[config.mk]
export PLATFORM = sky130hd
export DESIGN_NAME = start_rdy_timer
export DESIGN_NICKNAME = d
export VERILOG_FILES = /design/src/rtl/timer_pkg.sv /design/src/rtl/tick_gen.sv /design/src/rtl/start_rdy_timer.sv
export SDC_FILE = /design/constraint.sdc
export NUM_CORES = 1
export LEC_CHECK = 0
export CAP_MARGIN = 10
export CORE_MARGIN = 4
export CORE_UTILIZATION = 50
export DETAILED_ROUTE_END_ITERATION = 16
export PLACE_DENSITY = 0.77
export SLEW_MARGIN = 20
export SYNTH_ARGS = -nofsm -noshare
export SYNTH_HDL_FRONTEND = slang
export SYNTH_SLANG_ARGS = --single-unit
[constraint.sdc]
create_clock -name clk -period 2.72 [get_ports clk]
set_input_delay 0.544 -clock clk [delete_from_list [all_inputs] [get_ports clk]]
set_output_delay 0.544 -clock clk [all_outputs]
set_load 0.02 [all_outputs]
[src/rtl/timer_pkg.sv]
// Shared types and default sizing for the START/RDY delay timer.
package timer_pkg;

   localparam int unsigned DEF_WIDTH    = 8;
   localparam int unsigned DEF_PRESCALE = 4;

   typedef enum logic [2:0] {
      ST_IDLE = 3'b001,
      ST_RUN  = 3'b010,
      ST_DONE = 3'b100
   } state_e;

endpackage

[src/rtl/tick_gen.sv]
// Modulo-PRESCALE prescaler: tick_c pulses on the last cycle of each period.
module tick_gen
   import timer_pkg::*;
#(
   parameter int unsigned PRESCALE = DEF_PRESCALE
) (
   input  logic clk,
   input  logic reset,
   input  logic clear,
   input  logic en,
   output logic tick_c
);

   localparam int unsigned CW = (PRESCALE > 1) ? $clog2(PRESCALE) : 1;
   localparam logic [CW-1:0] LAST = CW'(PRESCALE - 1);

   logic [CW-1:0] cnt;

   assign tick_c = en && (cnt == LAST);

   // Clear wins over counting so a reload always starts a full period
   always_ff @(posedge clk or posedge reset) begin
      if (reset) begin
         cnt <= '0;
      end else if (clear) begin
         cnt <= '0;
      end else if (en) begin
         cnt <= tick_c ? '0 : cnt + CW'(1);
      end
   end

endmodule

[src/rtl/start_rdy_timer.sv]
// Responder end of the START/RDY handshake: loads a delay on START, pulses RDY when it expires.
module start_rdy_timer
   import timer_pkg::*;
#(
   parameter int unsigned WIDTH    = DEF_WIDTH,
   parameter int unsigned PRESCALE = DEF_PRESCALE
) (
   input  logic             clk,
   input  logic             reset,
   input  logic             START,
   input  logic [WIDTH-1:0] LOAD_VAL,
   output logic             RDY,
   output logic             BUSY,
   output logic [WIDTH-1:0] COUNT
);

   state_e           state;
   state_e           state_nxt;
   logic             tick_c;
   logic             load_c;
   logic             term_c;
   logic             run_c;
   logic [WIDTH-1:0] load_val_c;

   always_comb begin
      run_c      = (state == ST_RUN);
      load_c     = START && ((state == ST_IDLE) || (state == ST_RUN) || (state == ST_DONE));
      term_c     = run_c && tick_c && (COUNT == WIDTH'(1));
      load_val_c = (LOAD_VAL == '0) ? WIDTH'(1) : LOAD_VAL;
   end

   tick_gen #(
      .PRESCALE (PRESCALE)
   ) u_tick_gen (
      .clk    (clk),
      .reset  (reset),
      .clear  (load_c),
      .en     (run_c),
      .tick_c (tick_c)
   );

   // Next-state; a reload always beats the terminal tick
   always_comb begin
      state_nxt = ST_IDLE;
      case (state)
         ST_IDLE: state_nxt = START ? ST_RUN : ST_IDLE;
         ST_RUN: begin
            if (START)       state_nxt = ST_RUN;
            else if (term_c) state_nxt = ST_DONE;
            else             state_nxt = ST_RUN;
         end
         ST_DONE: state_nxt = START ? ST_RUN : ST_IDLE;
         default: state_nxt = ST_IDLE;
      endcase
   end

   // State register with outputs registered from the next state, so they always match the state decode
   always_ff @(posedge clk or posedge reset) begin
      if (reset) begin
         state <= ST_IDLE;
         BUSY  <= 1'b0;
         RDY   <= 1'b0;
      end else begin
         state <= state_nxt;
         BUSY  <= (state_nxt == ST_RUN);
         RDY   <= (state_nxt == ST_DONE);
      end
   end

   // Loadable down-counter, parked at zero outside RUN
   always_ff @(posedge clk or posedge reset) begin
      if (reset) begin
         COUNT <= '0;
      end else if (load_c) begin
         COUNT <= load_val_c;
      end else if (run_c) begin
         if (tick_c && (COUNT != '0)) COUNT <= COUNT - WIDTH'(1);
      end else begin
         COUNT <= '0;
      end
   end

endmodule

## Word-level counts from Yosys, hierarchy flattened

Index checks and enable logic that the tools add are counted.

| operators by class | value |
|---|---|
| add/subtract/negate cells | 2 |
| equal/unequal tests | 8 |
| multiplexer cells | 11 |
| reduce and logical (&&, ||, !) cells | 11 |

Operator list:

| cell | number |
|---|---|
| 2-to-1 mux 8 bit | 4 |
| equality test 8 x 1 -> 1 bit, second input constant | 1 |
| zero test 8 bit | 1 |
| 2-to-1 mux 2 bit | 4 |
| nonzero test 8 bit | 1 |
| subtractor 8 x 1 -> 8 bit, second input constant | 1 |
| equality test 3 x 2 -> 1 bit, second input constant | 2 |
| equality test 3 bit, second input constant | 2 |
| 2-to-1 mux 3 bit | 2 |
| one-hot mux 3 bit (2 select lines) | 1 |
| logical AND 1 bit | 5 |
| equality test 3 x 1 -> 1 bit, second input constant | 1 |
| inequality test 3 bit, second input constant | 1 |
| adder 2 x 1 -> 2 bit, second input constant | 1 |
| equality test 2 bit, second input constant | 1 |
| logical OR 1 bit | 2 |
| nonzero test 2 bit | 1 |
| OR reduction 2 bit | 1 |

| word-level totals | value |
|---|---|
| flip-flop bits (word level) | 15 |
| bits of input ports | 11 |
| output and inout bits | 10 |
| word-level logic and storage cells | 37 |

## Longest topological paths before layout

| logic depth | value |
|---|---|
| depth in word-level cells | 8 |
| mapped depth | 6 |
| mapped depth without buffers | 6 |

## By module

Synthesis repeated with hierarchy kept, for this count alone.

| unflattened totals | value |
|---|---|
| cells, all modules | 84 |
| area total of the unflattened synthesis | 862.1 sq um |

By module, submodules not included:

| module | instances | cells each | area an instance (sq um) | seq. area each (sq um) |
|---|---|---|---|---|
| start_rdy_timer | 1 | 74 | 752.0 | 326.6 |
| tick_gen | 1 | 10 | 110.1 | 50.0 |

## Worst setup path before layout

OpenSTA, ideal clock, no wires.

| timing path | value |
|---|---|
| kind | flip-flop to flip-flop |
| start point | reg COUNT[2] |
| end point | reg COUNT[1] |
| library setup time | 0.125 ns |
| arrival time | 1.508 ns |
| required time | 2.595 ns |
| setup slack | 1.087 ns |
| stages on the path, launching flop included | 5 |
| buffers on the path | 0 |
| clock period less this slack | 1.633 ns |
| path through | dfrtp_1 nor3_4 nand4_4 a21oi_4 mux2_4 |

| on the way | value |
|---|---|
| word-level cells in the longest chain between the ends | 3 |

Ends and longest elaborated chain:

| what | RTL line | text |
|---|---|---|
| from (decl) | start_rdy_timer.sv:14 | `output logic [WIDTH-1:0] COUNT` |
| from (signal assigned) | start_rdy_timer.sv:75 | `COUNT <= load_val_c;` |
| from (signal assigned) | start_rdy_timer.sv:77 | `if (tick_c && (COUNT != '0)) COUNT <= COUNT - WIDTH'(1);` |
| nonzero test 8 bit | start_rdy_timer.sv:77 |  |
| logical AND 1 bit | start_rdy_timer.sv:77 |  |
| inequality test 3 bit (no line) | n/a |  |

No other way between the ends.
A chain may end at the register's enable or synchronous reset.

## Final worst setup path

| timing path | value |
|---|---|
| start point | reg COUNT[2] |
| end point | out COUNT[2] |

No word-level cell between the ends.

==> metrics.txt <==
outcome=finished clean; minimum clock period=1970 ps; cells along the critical path=clkdlybuf4s50_1; RSZ-0062 raised after global routing=no; Post-synth EDFFs=0; hold path depth=1; total wire length=2010 µm; Synth Cell Area=908 µm²; Sw Share=0.428; Max IR drop VDD=0.614 mV; Hold Startpoint=u_tick_gen.cnt[1]; final hold viol count=0; Hold-fix buffers, CTS=0; CTS tree=done; die area=0.00256 mm²; IO Pins=21; Logic pwr share=0.537; Pint=653 µW; sequential share of power=0.352; Worst-Skew Late Latency=290 ps; CTS Buf Count=3; Post-route DRC=0; average instance area after synthesis=9.98 µm²; worst endpoint data arrival time=1430 ps; layout cells sized above 1=0.133; Leak Pwr=0.485 nW; global-route wire length before repair=3180 µm; Rows=15; Die Ht=50.6 µm; Worst-Margin Slew=552 ps; DR vias=791; async set or reset register ratio after synthesis=1.00; Area contributors post-synth=dfrtp_1 39%, ha_1 4.1%, a22oi_1 3.3%, dfstp_2 2.9%, inv_1 2.9%; ANT cells=0; Post-CTS Setup Repair Bufs=0; reg-to-reg slack, setup=1000 ps; initial drt markers=25; CP endpoint kind=primary output; initial antenna violation count=0; Max Clock Skew=4.08 ps; Hold Path Class=reg2reg; Psw=489 µW; post-route clock period utilization=0.726; Port Buffers=20; Setup crit start kind=flip-flop; gr usage total=0.168; Final Worst Setup Slack=746 ps; cell taking the most area after synthesis=dfrtp_1; vias per cell=5.73; post-route total power=1.14 mW; Synthesized Nets=105; Yosys cell types=38; CP peak stage delay=650 ps; CP Buf/Inv Count=1; Worst R2R Path Depth=4; Post-Syn Instances=91; launch point of the worst reg-to-reg path=COUNT[2]; HPWL after detailed placement=1510 µm; hold endpoint=u_tick_gen.cnt[1]; Core Footprint=0.00173 mm²; fin. max-slew vios=0; WL per Instance=14.5 µm; clock root buffer=clkbuf_4; crit-path max FO=6; top_reg_cell synth=dfrtp_1; largest net degree at the start of global routing=16; die extent in x=50.6 µm; clock power share=0.111; Starting Density=0.526; first drt pass iteration count=7; Synth top area share=0.386; layout net count=128; Place WS=624 ps; slowest stage cell, crit path=clkdlybuf4s50_1; CTS sink cnt=15; Detail Route Antenna Nets=0; register bit total from synthesis=15; PD cells=987 mW/mm²; reg2reg end=COUNT[1]; Crit Path Class=reg2out; maxcap violations=0; CTS Buffer Depth=2; setup TNS=0 ps; count leader, synth=dfrtp_1; clk slew on worst S/H paths=80 ps; post-cts resize count=0; Routability Congestion=0.863; Top Family by Delay on Critical Path=buffers and inverters; vias in the first global route=723; Worst EP required=2180 ps; Overflow after GRT=0; synth cell count leaders=14 x dfrtp_1, 7 x inv_1, 7 x nand2_1, 7 x nor2_1; H-tree Lvls=1; Worst slew margin=0.632; final setup violation count=0; yosys warns=0; sequential share of the synthesized area=0.415; P&R area growth vs syn=27.4%; fmax=0.506 GHz
-- per-layer routing --
layer / vias up / share of wire / global-route usage
li1: 380 / - / -
met1: 368 / 0.44 / 0.217
met2: 36 / 0.46 / 0.270
met3: 7 / 0.069 / 0.0415
met4: 0 / 0.022 / 0.0673
met5: - / 0 / 0
-- layout by cell type, fill, tap and decap left out, types with 2 or more instances in the layout --
| cell | count |
|---|---|
| clkdlybuf4s50_1 | 20 |
| dfrtp_1 | 14 |
| nor2_1 | 7 |
| nand2_1 | 7 |
| inv_1 | 7 |
| o21ai_0 | 4 |
| a21oi_1 | 4 |
| a22oi_1 | 4 |
| ha_1 | 3 |
| clkbuf_4 | 3 |
| nor2b_1 | 2 |
| a22o_1 | 2 |
| a2bb2oi_1 | 2 |
| nor3_1 | 2 |
| a21o_1 | 2 |
| and2_1 | 2 |
| and4_1 | 2 |
| mux2_2 | 2 |
| nand4_1 | 2 |
| nand3_1 | 2 |
| a32oi_1 | 2 |
-- flip-flops by register name, summed over array words and instances, names as in the netlist --
register        cells
state               3
RDY                 1
BUSY                1
COUNT               8
u_tick_gen.cnt      2
-- worst reg2reg max path, cell delays in order (launching register included) --
cell and delay [ps]:
dfrtp_1 470, nor3_4 370, nand4_4 160, a21oi_4 280, mux2_4 320
-- power by group through the flow --
| stage | clock (mW) | combinational [mW] | sequential, mW |
|---|---|---|---|
| CTS | 0.128 | 0.614 | 0.402 |
| global placement | 0 | 0.604 | 0.402 |
| global route | 0.143 | 0.661 | 0.415 |
| detailed placement | 0 | 0.611 | 0.404 |
| finish | 0.127 | 0.613 | 0.402 |
| floorplan | 0 | 0.362 | 0.448 |
-- cell type report --
class / instances / area (µm²)
fillers: 138 / 569
multi-input cells: 67 / 497
flip-flops and latches: 15 / 377
repair buffers: 20 / 200
well taps: 25 / 31.3
clock buffers: 4 / 26.3
inverters: 7 / 26.3
-- per-stage QoR --
| step | utilization | hold WS [ps] | instance area (µm²) | cells |
|---|---|---|---|---|
| floorplan | - | 445 | 908 | 91 |
| global placement | 0.655 | 499 | 1130 | 134 |
| detailed placement | 0.655 | 494 | 1130 | 134 |
| CTS | 0.670 | 523 | 1160 | 138 |
| global route | 0.670 | 563 | 1160 | 138 |
| finish | 0.670 | 527 | 1160 | 138 |
-- worst max-delay path by stage --
stage	startpoint	slack, ps	cells after the start	end
6_report	COUNT[2]	750	1	COUNT[2]
2_1_floorplan	COUNT[2]	1090	4	COUNT[1]
4_1_cts	COUNT[2]	750	1	COUNT[2]
3_5_place_dp	START	620	5	COUNT[1]
5_1_grt	COUNT[2]	690	1	COUNT[2]
3_3_place_gp	LOAD_VAL[4]	670	5	COUNT[0]
-- cells by family after synthesis --
logic type,Yosys count,synth area share
buffers and inverters,9,0.0386
AOI/OAI and AO/OA,24,0.197
adders and majority gates,3,0.0413
xor gates and xnor gates,1,0.00964
and+or+nand+nor,35,0.247
muxes,4,0.0523
DFF,15,0.415
Note: power is estimated with default switching activity, not from simulation.
